`src/rtl/spi_arb_pkg.sv`:
```
// Shared types and constants for the two-client SPI bus arbiter.
// Client 0 is the inertial sensor, client 1 the A2D interface.
package spi_arb_pkg;

    typedef enum logic [1:0] {
        IDLE,
        LAUNCH,
        XFER,
        GAP
    } arb_state_t;

    localparam int NUM_CLIENTS = 2;
    localparam int INERT_IDX   = 0;
    localparam int A2D_IDX     = 1;

endpackage

```
`src/rtl/SPI_mnrch.sv`:
```
// SPI_mnrch: 16-bit SPI master, SCLK = clk/32, idle high.
// Ports: wrt/wt_data start a transfer; done pulses with rd_data valid;
// SS_n, SCLK, MOSI, MISO are the serial pins.
module SPI_mnrch (
    input  logic        clk,
    input  logic        rst_n,
    input  logic        wrt,
    input  logic [15:0] wt_data,
    input  logic        MISO,
    output logic        done,
    output logic [15:0] rd_data,
    output logic        SS_n,
    output logic        SCLK,
    output logic        MOSI
);

    logic [4:0]  sclk_div;
    logic [15:0] shft_reg;
    logic [3:0]  bit_cnt;
    logic        active;
    logic        first;
    logic        miso_smpl;

    // MISO is sampled one clk before SCLK rises; the shift happens
    // on the fall. The first fall after SS_n drops is a front porch.
    always_ff @(posedge clk or negedge rst_n) begin
        if (!rst_n) begin
            sclk_div  <= 5'b11000;
            shft_reg  <= '0;
            bit_cnt   <= '0;
            active    <= 1'b0;
            first     <= 1'b0;
            miso_smpl <= 1'b0;
            SS_n      <= 1'b1;
            done      <= 1'b0;
        end else begin
            done <= 1'b0;
            if (wrt && !active) begin
                active   <= 1'b1;
                first    <= 1'b1;
                SS_n     <= 1'b0;
                sclk_div <= 5'b11000;
                shft_reg <= wt_data;
                bit_cnt  <= '0;
            end else if (active) begin
                sclk_div <= sclk_div + 5'd1;
                if (sclk_div == 5'b01111)
                    miso_smpl <= MISO;
                if (sclk_div == 5'b11111) begin
                    if (first) begin
                        first <= 1'b0;
                    end else begin
                        shft_reg <= {shft_reg[14:0], miso_smpl};
                        bit_cnt  <= bit_cnt + 4'd1;
                        if (bit_cnt == 4'd15) begin
                            active   <= 1'b0;
                            SS_n     <= 1'b1;
                            done     <= 1'b1;
                            sclk_div <= 5'b11000;
                        end
                    end
                end
            end
        end
    end

    assign SCLK    = sclk_div[4];
    assign MOSI    = shft_reg[15];
    assign rd_data = shft_reg;

endmodule

```
`src/rtl/spi_bus_arb.sv`:
```
// spi_bus_arb: shares one SPI_mnrch between two clients with a
// one-deep queue per client, round-robin grant and an SS_n-high gap.
// Ports: wrt/cmd0/cmd1 requests; done/rd_data completion; busy and
// ovr status; SS_n[1:0]/SCLK/MOSI/MISO[1:0] to the two slaves.
module spi_bus_arb
    import spi_arb_pkg::*;
#(
    parameter int unsigned GAP_CYC = 32,
    parameter bit          RR_EN   = 1'b1
) (
    input  logic                   clk,
    input  logic                   rst_n,
    input  logic [NUM_CLIENTS-1:0] wrt,
    input  logic [15:0]            cmd0,
    input  logic [15:0]            cmd1,
    output logic [NUM_CLIENTS-1:0] done,
    output logic [15:0]            rd_data,
    output logic [NUM_CLIENTS-1:0] busy,
    output logic [NUM_CLIENTS-1:0] ovr,
    output logic [NUM_CLIENTS-1:0] SS_n,
    output logic                   SCLK,
    output logic                   MOSI,
    input  logic [NUM_CLIENTS-1:0] MISO
);

    arb_state_t state;
    logic [NUM_CLIENTS-1:0] pend;
    logic                   grant;
    logic                   last;
    logic [7:0]             gap_cnt;
    logic [15:0]            creg0;
    logic [15:0]            creg1;

    logic                   core_wrt;
    logic [15:0]            core_wdata;
    logic                   core_done;
    logic [15:0]            core_rd;
    logic                   core_ss_n;
    logic                   core_miso;

    logic                   pick;
    logic [NUM_CLIENTS-1:0] pick_oh;
    logic [NUM_CLIENTS-1:0] grant_oh;
    logic [NUM_CLIENTS-1:0] inflight;
    logic [NUM_CLIENTS-1:0] accept;
    logic [NUM_CLIENTS-1:0] pend_clr;
    logic                   sel_on;

    // On a tie, round-robin serves whoever was not served last.
    always_comb begin
        pick = 1'b0;
        if (pend == 2'b11)
            pick = RR_EN ? ~last : 1'b0;
        else
            pick = pend[1] & ~pend[0];
    end

    assign pick_oh  = pick  ? 2'b10 : 2'b01;
    assign grant_oh = grant ? 2'b10 : 2'b01;

    // A client is in flight only until its core done; during GAP it
    // may already queue its next command.
    assign inflight = (state == LAUNCH || state == XFER) ? grant_oh : 2'b00;
    assign accept   = wrt & ~pend & ~inflight;
    assign pend_clr = (state == IDLE && |pend) ? pick_oh : 2'b00;
    assign busy     = pend | inflight;

    always_ff @(posedge clk or negedge rst_n) begin
        if (!rst_n) begin
            state   <= IDLE;
            pend    <= '0;
            grant   <= 1'b0;
            last    <= 1'b1;
            gap_cnt <= '0;
            creg0   <= '0;
            creg1   <= '0;
            done    <= '0;
            ovr     <= '0;
            rd_data <= '0;
        end else begin
            done <= '0;
            ovr  <= wrt & ~accept;
            pend <= (pend & ~pend_clr) | accept;
            if (accept[INERT_IDX])
                creg0 <= cmd0;
            if (accept[A2D_IDX])
                creg1 <= cmd1;
            unique case (state)
                IDLE: begin
                    if (|pend) begin
                        grant <= pick;
                        state <= LAUNCH;
                    end
                end
                LAUNCH: begin
                    state <= XFER;
                end
                XFER: begin
                    if (core_done) begin
                        rd_data <= core_rd;
                        done    <= grant_oh;
                        last    <= grant;
                        gap_cnt <= 8'(GAP_CYC);
                        state   <= GAP;
                    end
                end
                GAP: begin
                    gap_cnt <= gap_cnt - 8'd1;
                    if (gap_cnt <= 8'd1)
                        state <= IDLE;
                end
                default: state <= IDLE;
            endcase
        end
    end

    assign core_wrt   = (state == LAUNCH);
    assign core_wdata = (grant == 1'(A2D_IDX)) ? creg1 : creg0;
    assign core_miso  = MISO[grant];

    // Only the granted slave ever sees the core select.
    assign sel_on  = (state != IDLE);
    assign SS_n[0] = (sel_on && !grant) ? core_ss_n : 1'b1;
    assign SS_n[1] = (sel_on &&  grant) ? core_ss_n : 1'b1;

    SPI_mnrch u_core (
        .clk     (clk),
        .rst_n   (rst_n),
        .wrt     (core_wrt),
        .wt_data (core_wdata),
        .MISO    (core_miso),
        .done    (core_done),
        .rd_data (core_rd),
        .SS_n    (core_ss_n),
        .SCLK    (SCLK),
        .MOSI    (MOSI)
    );

endmodule
```
`config.mk`:
```
export PLATFORM = sky130hd
export DESIGN_NAME = spi_bus_arb
export DESIGN_NICKNAME = d
export VERILOG_FILES = /design/src/rtl/spi_arb_pkg.sv /design/src/rtl/SPI_mnrch.sv /design/src/rtl/spi_bus_arb.sv
export SDC_FILE = /design/constraint.sdc
export NUM_CORES = 1
export LEC_CHECK = 0
export BUFFER_PORTS_ARGS = -buffer_cell sky130_fd_sc_hd__buf_2
export CORE_MARGIN = 5
export CORE_UTILIZATION = 30
export DETAILED_ROUTE_END_ITERATION = 16
export PLACE_DENSITY = 0.51
export SYNTH_ARGS = -nofsm -noshare
export SYNTH_HDL_FRONTEND = slang
export SYNTH_SLANG_ARGS = --single-unit
```
`constraint.sdc`:
```
create_clock -name clk -period 2.43 [get_ports clk]
set_input_delay 0.1215 -clock clk [delete_from_list [all_inputs] [get_ports clk]]
set_output_delay 0.1215 -clock clk [all_outputs]
set_load 0.01 [all_outputs]
```
# Word level (Yosys, flattened, before mapping)
# Cells that the tools add are included.
# op_classes
n_addsub	3
n_reduce_logical	22
shift	0
bitwise_logic	14
eq_ne	11
mux	49
multipliers	0
div_mod_pow	0
n_lt_le_gt_ge	2
# ops
cell	n
16-bit two-way mux	5
5-bit two-way mux	5
1-bit two-way mux	23
2-bit two-way mux	9
4-bit two-way mux	4
8-bit case mux with 2 select lines	1
2-bit nonzero test	5
3-bit AND reduction	3
2-bit bitwise AND	4
8-bit by 1-bit <= comparator with 1-bit output (second input constant)	1
8-bit two-way mux	1
2-bit inverter	4
2-bit case mux with 4 select lines	1
2-bit AND reduction	4
8-bit by 1-bit subtractor with 8-bit output (second input constant)	1
2-bit == test (second input constant)	3
5-bit by 1-bit adder with 5-bit output (second input constant)	1
5-bit by 4-bit == test with 1-bit output (second input constant)	1
5-bit == test (second input constant)	1
4-bit by 1-bit adder with 4-bit output (second input constant)	1
4-bit == test (second input constant)	1
1-bit logical AND	4
2-bit by 1-bit inequality test with 1-bit output (second input constant)	2
2-bit inequality test (second input constant)	2
10 further kinds	14
# totals
romBits	0
n_memories	0
inputBits	38
ram_bits	0
regBits	96
latch_bits	0
word_cells	119
out_inout_bits	26

# Depth between registers and ports, before layout
# Gate-level depths: netlist (run 1).
# depth
depth_word	8
depth_mapped	8
ltp_nobuf	7

# Cells and area by module
# A second synthesis (run 1) with hierarchy kept.
# hier_totals
cells_unflattened	362
area_unflattened_um2	4450.5
# modules_own_cells
module	seq_area_each_um2	instances	cells_each	area_per_inst_um2
spi_bus_arb	1652.8	1	227	2970.3
SPI_mnrch	754.5	1	135	1480.2

# Least setup slack after synthesis (run 1)
# OpenSTA, ideal clock, no wires.
# synth_timing
path_kind	reg-to-reg
start	register state[0]
end	register creg0[0]
stages_incl_launch_ff	8
period_less_slack_ps	1930
setup_ps	128
n_path_buf	2
t_required_ps	2302
arrival_time_ps	1802
slack_ps	500
path_cell_list	dfrtp_1 inv_1 ha_1 a21oi_1 and2_1 buf_2 buf_2 mux2_1
# synth_between
elab_chain_cells	5
elab_cells_between_ends	6
cone_classes	eq/ne: 2; mux: 1; bitwise: 2; reduce/logical: 1
# synth_rtl
item	line	source
start, declared	spi_bus_arb.sv:26	arb_state_t state;
start signal, assigned	spi_bus_arb.sv:70	state <= IDLE;
start signal, assigned	spi_bus_arb.sv:92	state <= LAUNCH;
start signal, assigned	spi_bus_arb.sv:96	state <= XFER;
2-bit by 1-bit == test with 1-bit output / 2-bit == test (equally long branches)	spi_bus_arb.sv:63	assign inflight = (state == LAUNCH || state == XFER) ? grant_oh : 2'b00;
1-bit logical OR *	spi_bus_arb.sv:63	
2-bit two-way mux *	spi_bus_arb.sv:63	
2-bit inverter *	spi_bus_arb.sv:64	assign accept = wrt & ~pend & ~inflight;
2-bit bitwise AND *	spi_bus_arb.sv:64	
end signal, assigned	spi_bus_arb.sv:85	creg0 <= cmd0;
end, declared	spi_bus_arb.sv:31	logic [15:0] creg0;
# Mark *: on every way between the ends. The rest lies on a longest branch, timed or not.
# A chain may end at the register's enable or synchronous reset.

# Final worst setup path (run 1)
# layout_timing
start	register state[0]
end	register creg0[4]
# The elaborated chain is that of the path after synthesis.

==> results.cfg, run 1 <==
[power_and_ir_drop]
power_frac_clock_pct = 40.0
powerDensity_nw_per_um2 = 605
peakVddDrop_mv = 0.351
switching_share_pct = 21.9
pwr-share-comb_pct = 6.2
power.share.sequential_pct = 53.8
switchingPower_mw = 0.714
internal-power_mw = 2.55
p_leak_nw = 2.71

[clock_tree]
clockRootBuffer = clkbuf_16
tritoncts = yes
clock_latency_ns = 0.34
htreeDepth = 3
clk_pin_slew_ns = 0.07
cts_inserted_buffers = 9
clock_sink_count = 96
cts_buffer_depth = 2
cts_setup_buffers = 0

[die]
rows = 43
fp.dieH_um = 129
die-area_um2 = 16700
core_um2 = 13900
initial_utilization_pct = 30.7
die_w_um = 129
top_level_ports = 64

[routing]
route.vias.total = 2941
avgRoutedWirePerCell_um = 14.1
drt-initial-drc-count = 106
wl_mm = 9.10
drc = 0
drt-pass1-iter-count = 4
avgViaCountPerCell = 4.55
antenna_left = 0

[yosys]
syn_area_per_cell_um2 = 11.7
synth_top_area_share_pct = 54.0
synth_area_um2 = 4260
ys_warn_count = 0
synth_common_cells = 92 x dfrtp_1, 36 x mux2_1, 35 x nand2_1, 34 x nor2_1, 22 x a21oi_1
postSynthNetCount = 414
async_flop_share_pct = 100
synth_most_common_cell = dfrtp_1
ys.flop_type = dfrtp_1
yosys-top-cells-area = dfrtp_1 54%, mux2_1 9.5%, mux2i_1 4.5%, mux2_2 3.4%, ha_1 3.2%
synth_top_area_cell = dfrtp_1
syn_inst = 365
ys_types = 45
synth_edf_count = 0
ys_ff_latch = 96
ys_seq_area_share_pct = 56.5

[setup_path]
critical_path.endpoint_type = flop
worstSetupStartpointType = flop
worstPathArrival_ns = 2.20
worstPathRequired_ns = 2.65
reg2reg_from = state[0]
crit_path_start = state[0]
timing_worst_setup_path_type = flop to flop
cp_max_fo = 17

[placement]
dpl-instance-area_um2 = 4830
gp_congestion = 0.752
post-place-cells = 603
io_buffers = 63
hpwl_mm = 6.37

[sta]
tightest_slew_ns = 0.599
fin_hold_ws_ns = 0.0115
post-route-period-util_pct = 81.6
fmaxAchievable_ghz = 0.504
slew_headroom_pct = 60.1
rsz0062_at_grt = no
clock_skew_ns = 0.00693
tns_ns = 0
setup_viol = 0
min_period_ns = 1.98
final_hold_viol_count = 0
drv_slew = 0

[global_route]
grt_pass1_wl_mm = 15.5
grt_pass1_vias = 3033
grt_usage_pct = 11.8
grt_antenna_before_repair = 0
gr-total-overflow = 0
grt_max_degree = 52

[worst_hold_path]
hp-start = cmd0[2]
hold_class = input pin to flop

[layout]
fin_nets = 511
nFillCells = 1381
area_growth_pct = 26.5
final_cell_area_um2 = 5390
stdcell_count = 647
final_util_pct = 38.8
antenna_cells = 0
drive_above_1_share_pct = 24.2

[outcome]
status = completed

[job]
cap_viol_max_count = 0
per-layer routing:
| layer | routed length [um] | global-route usage [%] |
|---|---|---|
| met1 | 4250 | 15.5 |
| met3 | 309 | 2.35 |
| met2 | 4310 | 18.6 |
| met5 | 0 | 0 |
| met4 | 231 | 5.56 |
through the flow:
step	setup WS [ns]	total power, mW
finish	0.448	3.26
global route	0.302	3.41
CTS	0.412	3.31
detailed placement	0.454	1.96
global placement	0.508	1.95
floorplan	0.500	1.86
worst max-delay path, stage by stage, from the launching register on:
cell and delay [ns]:
dfrtp_1 0.38, inv_1 0.10, ha_1 0.33, a21oi_1 0.25, and2_1 0.16, buf_4 0.26
mux2_1 0.36
layout make-up:
type | count | area, um2 | area share (%)
Clock buffer | 11 | 243 | 4.50
Clock inverter | 5 | 32.5 | 0.604
Inverter | 12 | 45.0 | 0.836
Multi-Input combinational cell | 242 | 1750 | 32.5
Sequential cell | 96 | 2410 | 44.7
Tap cell | 180 | 225 | 4.18
Timing Repair Buffer | 101 | 686 | 12.7
cells in the final DEF, fill, tap and decap left out, types with 2 or more instances in the layout:
cell type,instances
dfrtp_1,92
buf_2,62
mux2_1,36
nand2_1,35
nor2_1,33
dlygate4sd3_1,28
a21oi_1,22
mux2i_1,19
o21ai_0,16
mux2_2,13
inv_1,11
ha_1,11
buf_4,10
o21ai_1,9
clkbuf_16,9
a21o_1,4
nor2b_1,4
xor2_1,4
dfstp_2,4
xnor2_1,3
clkinvlp_4,3
or3_1,2
nand3b_1,2
nor4b_1,2
a31oi_1,2
a22oi_1,2
o22ai_1,2
nor3_1,2
clkinv_2,2
worst paths after layout:
| check | depth (start not counted) | endpoint | slack, ns |
|---|---|---|---|
| max | 6 | creg0[4] | 0.45 |
| min | 2 | creg0[2] | 0.01 |
| max reg2reg | 6 | creg0[4] | 0.45 |
| min reg2reg | 1 | creg0[1] | 0.48 |
| max in group asynchronous | 3 | u_core.sclk_div[4] | 1.36 |
| min in group asynchronous | 2 | creg0[13] | 0.35 |
power by group through the flow:
stage               combinational, mW  sequential (mW)  clock [mW]
CTS                             0.209             1.75        1.35
detailed placement              0.176             1.78           0
global placement                0.165             1.78           0
global route                    0.232             1.77        1.41
floorplan                      0.0891             1.77           0
finish                          0.203             1.75        1.30
timing repair:
| item | in CTS | in global routing |
|---|---|---|
| endpoints found under the hold margin | 70 | 1 |
| resized for setup | 0 | 0 |
| hold buffers | 27 | 1 |
flip-flops by register name, summed over array words and instances (netlist names):
| register | flops |
|---|---|
| rd_data | 16 |
| state | 2 |
| u_core.miso_smpl | 1 |
| pend | 2 |
| u_core.first | 1 |
| u_core.SS_n | 1 |
| done | 2 |
| creg1 | 16 |
| u_core.done | 1 |
| u_core.rd_data | 16 |
| u_core.active | 1 |
| gap_cnt | 8 |
| creg0 | 16 |
| u_core.bit_cnt | 4 |
| ovr | 2 |
| last | 1 |
| u_core.sclk_div | 5 |
| grant | 1 |
cell families (layout without fill, tap and decap cells):
kind of cell | count (synthesis) | count (layout) | synth area share (%)
compound gates | 62 | 62 | 8.13
buf+inv | 27 | 129 | 2.50
xor+xnor | 7 | 7 | 1.44
flops | 96 | 96 | 56.5
fa+ha+maj | 11 | 11 | 3.23
simple gates | 93 | 93 | 10.5
mux | 69 | 69 | 17.8
No activity file was read; power rests on OpenSTA's default activity.
==> run 2: changes to the inputs <==
- ABC_AREA: default -> 1
- clock period: 2.43 -> 1.9 ns (I/O delays scaled with it)
==> run 2 against run 1 <==
- critical path depth up 2
- non-clock buffer count shrank 19
- die area increased by 8.1%
- total power is 22% higher
- worst hold slack worse by 0.0012 ns
- synthesized cell count is 46% higher
==> results.cfg, run 2 <==
[power_and_ir_drop]
peakVddDrop_mv = 0.393
powerDensity_nw_per_um2 = 717
power_mw = 3.97
p_leak_nw = 2.85

[routing]
route.vias.total = 3573
drc = 0
drt-initial-drc-count = 212
drt-pass1-iter-count = 4
avgRoutedWirePerCell_um = 13.6
antenna_left = 0
avgViaCountPerCell = 4.46
wl_mm = 10.9

[layout]
final_common_cell = nand2_1
nFillCells = 1595
fin_nets = 657
area_growth_pct = 19.3
drive_above_1_share_pct = 22.7
layout_common_cells = 118 x nand2_1, 92 x dfrtp_1, 75 x inv_1
antenna_cells = 0

[clock_tree]
cts_buffer_depth = 2
tritoncts = yes
cts_inserted_buffers = 9
clock_sink_count = 96
clockRootBuffer = clkbuf_16
clock_latency_ns = 0.34
clk_pin_slew_ns = 0.06
htreeDepth = 3

[global_route]
grt_max_degree = 43
grt_pass1_vias = 3757
grt_pass1_wl_mm = 18.1
grt_usage_pct = 12.6
grt_antenna_before_repair = 0
gr-total-overflow = 0

[setup_path]
cpLargestDelayFamily = simple AND/OR/NAND/NOR gates
worstSetupStartpointType = flop
cpPeakStageDelay_ns = 0.39
timing_worst_setup_path_type = flop to flop
cp_num_buf_inv = 1
worstPathRequired_ns = 2.11
worstPathArrival_ns = 1.97
cpMostUsedCell = nand2_4
critPathSlowestCell = dfrtp_1
cp_max_fo = 16
critical_path.endpoint_type = flop
worstPathCellList = ha_1 -> and3_1 -> ha_2 -> nand2_4 -> nor2_4 -> inv_4 -> nand2_4 -> a21oi_1

[yosys]
ys_ff_latch = 96
syn_inst = 534
synth_common_cells = 118 x nand2_1, 92 x dfrtp_1, 75 x inv_1, 61 x nor2_1, 34 x a21oi_1
syn_area_per_cell_um2 = 8.68
ys.flop_type = dfrtp_1
synth_top_area_share_pct = 49.7
postSynthNetCount = 583
yosys-top-cells-area = dfrtp_1 50%, nand2_1 9.6%, inv_1 6.1%, nor2_1 4.9%, a21oi_1 3.7%
ys_types = 36
synth_top_area_cell = dfrtp_1
async_flop_share_pct = 100
ys_seq_area_share_pct = 51.9
ys_warn_count = 0
synth_most_common_cell = nand2_1
synth_edf_count = 0
synth_area_um2 = 4630

[sta]
setup_viol = 0
fin_hold_ws_ns = 0.0103
tightest_slew_ns = 0.394
final_hold_viol_count = 0
drv_slew = 0
slew_headroom_pct = 73.7
clock_skew_ns = 0.00663
fmaxAchievable_ghz = 0.570
post-route-period-util_pct = 92.3
rsz0062_at_grt = no
min_period_ns = 1.75
tns_ns = 0

[placement]
hpwl_mm = 8.06
io_buffers = 63
gp_congestion = 0.804

[die]
fp.dieH_um = 134
initial_utilization_pct = 30.5
core_um2 = 15200
rows = 45
top_level_ports = 64
die-area_um2 = 18000
die_w_um = 134

[job]
cap_viol_max_count = 0

[worst_hold_path]
hold_class = input pin to flop

[outcome]
status = completed
run 2: cell types whose count changed after synthesis, sizes merged, moves of 11 or more:
cell,change
mux2,-50
a21oi,+11
nand3,+25
nor2,+31
buf,+12
nand2,+95
o21ai,+34
mux2i,-19
inv,+67
run 2: final timing paths:
check,start,endpoint,cells after the start,slack (ns)
max,u_core.sclk_div[0],u_core.bit_cnt[0],8,0.15
min,cmd0[2],creg0[2],3,0.01
max reg2reg,u_core.sclk_div[0],u_core.bit_cnt[0],8,0.15
min reg2reg,rd_data[13],rd_data[13],2,0.48
max in group asynchronous,rst_n,last,3,1.07
min in group asynchronous,rst_n,creg0[4],2,0.19
run 2: final cells by class:
cell class	instances	area, um2	share of cell area, %
Tap cell	188	235	4.25
Multi-Input combinational cell	340	1790	32.3
Clock buffer	15	258	4.66
Timing Repair Buffer	82	510	9.23
Sequential cell	96	2410	43.5
Clock inverter	1	30.0	0.543
Inverter	79	302	5.45
run 2: what timing repair did:
item,4_1_cts,5_1_grt
setup buffers,0,0
resized for setup,0,1
setup endpoints to repair,0,4
endpoints found under the hold margin,84,0
hold buffers,10,0
run 2: routing by layer:
metal	track usage [%]	share of wire [%]	vias up
met2	22.8	53	58
li1	-	-	1814
met4	5.20	2.0	0
met1	14.4	41	1686
met3	2.78	4.0	15
met5	0	0	-
run 2: power breakdown:
part / internal [mW] / total [mW] / switching (mW) / leakage [nW]
Clock: 1.06 / 1.80 / 0.741 / 0.138
Combinational: 0.0527 / 0.116 / 0.0636 / 1.65
Sequential: 2.05 / 2.05 / 0.000957 / 1.06
run 2: kinds of logic after synthesis:
family	Yosys count	synth area share (%)
buffers and inverters	99	9.77
xor gates and xnor gates	2	0.378
and+or+nand+nor	223	21.9
adders and majority gates	11	2.97
DFF	96	51.9
AOI/OAI and AO/OA	103	13.0
run 2: worst register-to-register path: stages (launching register included):
cell and delay (ns):
dfrtp_1 0.39, ha_1 0.20, and3_1 0.20, ha_2 0.22, nand2_4 0.06, nor2_4 0.13, inv_4 0.08, nand2_4 0.24
a21oi_1 0.11
run 2: metrics by stage:
| stage | worst slack (ns) | cells | cell area (um2) | utilization [%] |
|---|---|---|---|---|
| after floorplan | 0.265 | 534 | 4630 | - |
| after global placement | 0.124 | 774 | 5130 | 33.7 |
| after detailed placement | 0.0867 | 774 | 5130 | 33.7 |
| after CTS | 0.0731 | 800 | 5520 | 36.3 |
| after global routing | 0.00943 | 801 | 5530 | 36.4 |
| final | 0.146 | 801 | 5530 | 36.4 |
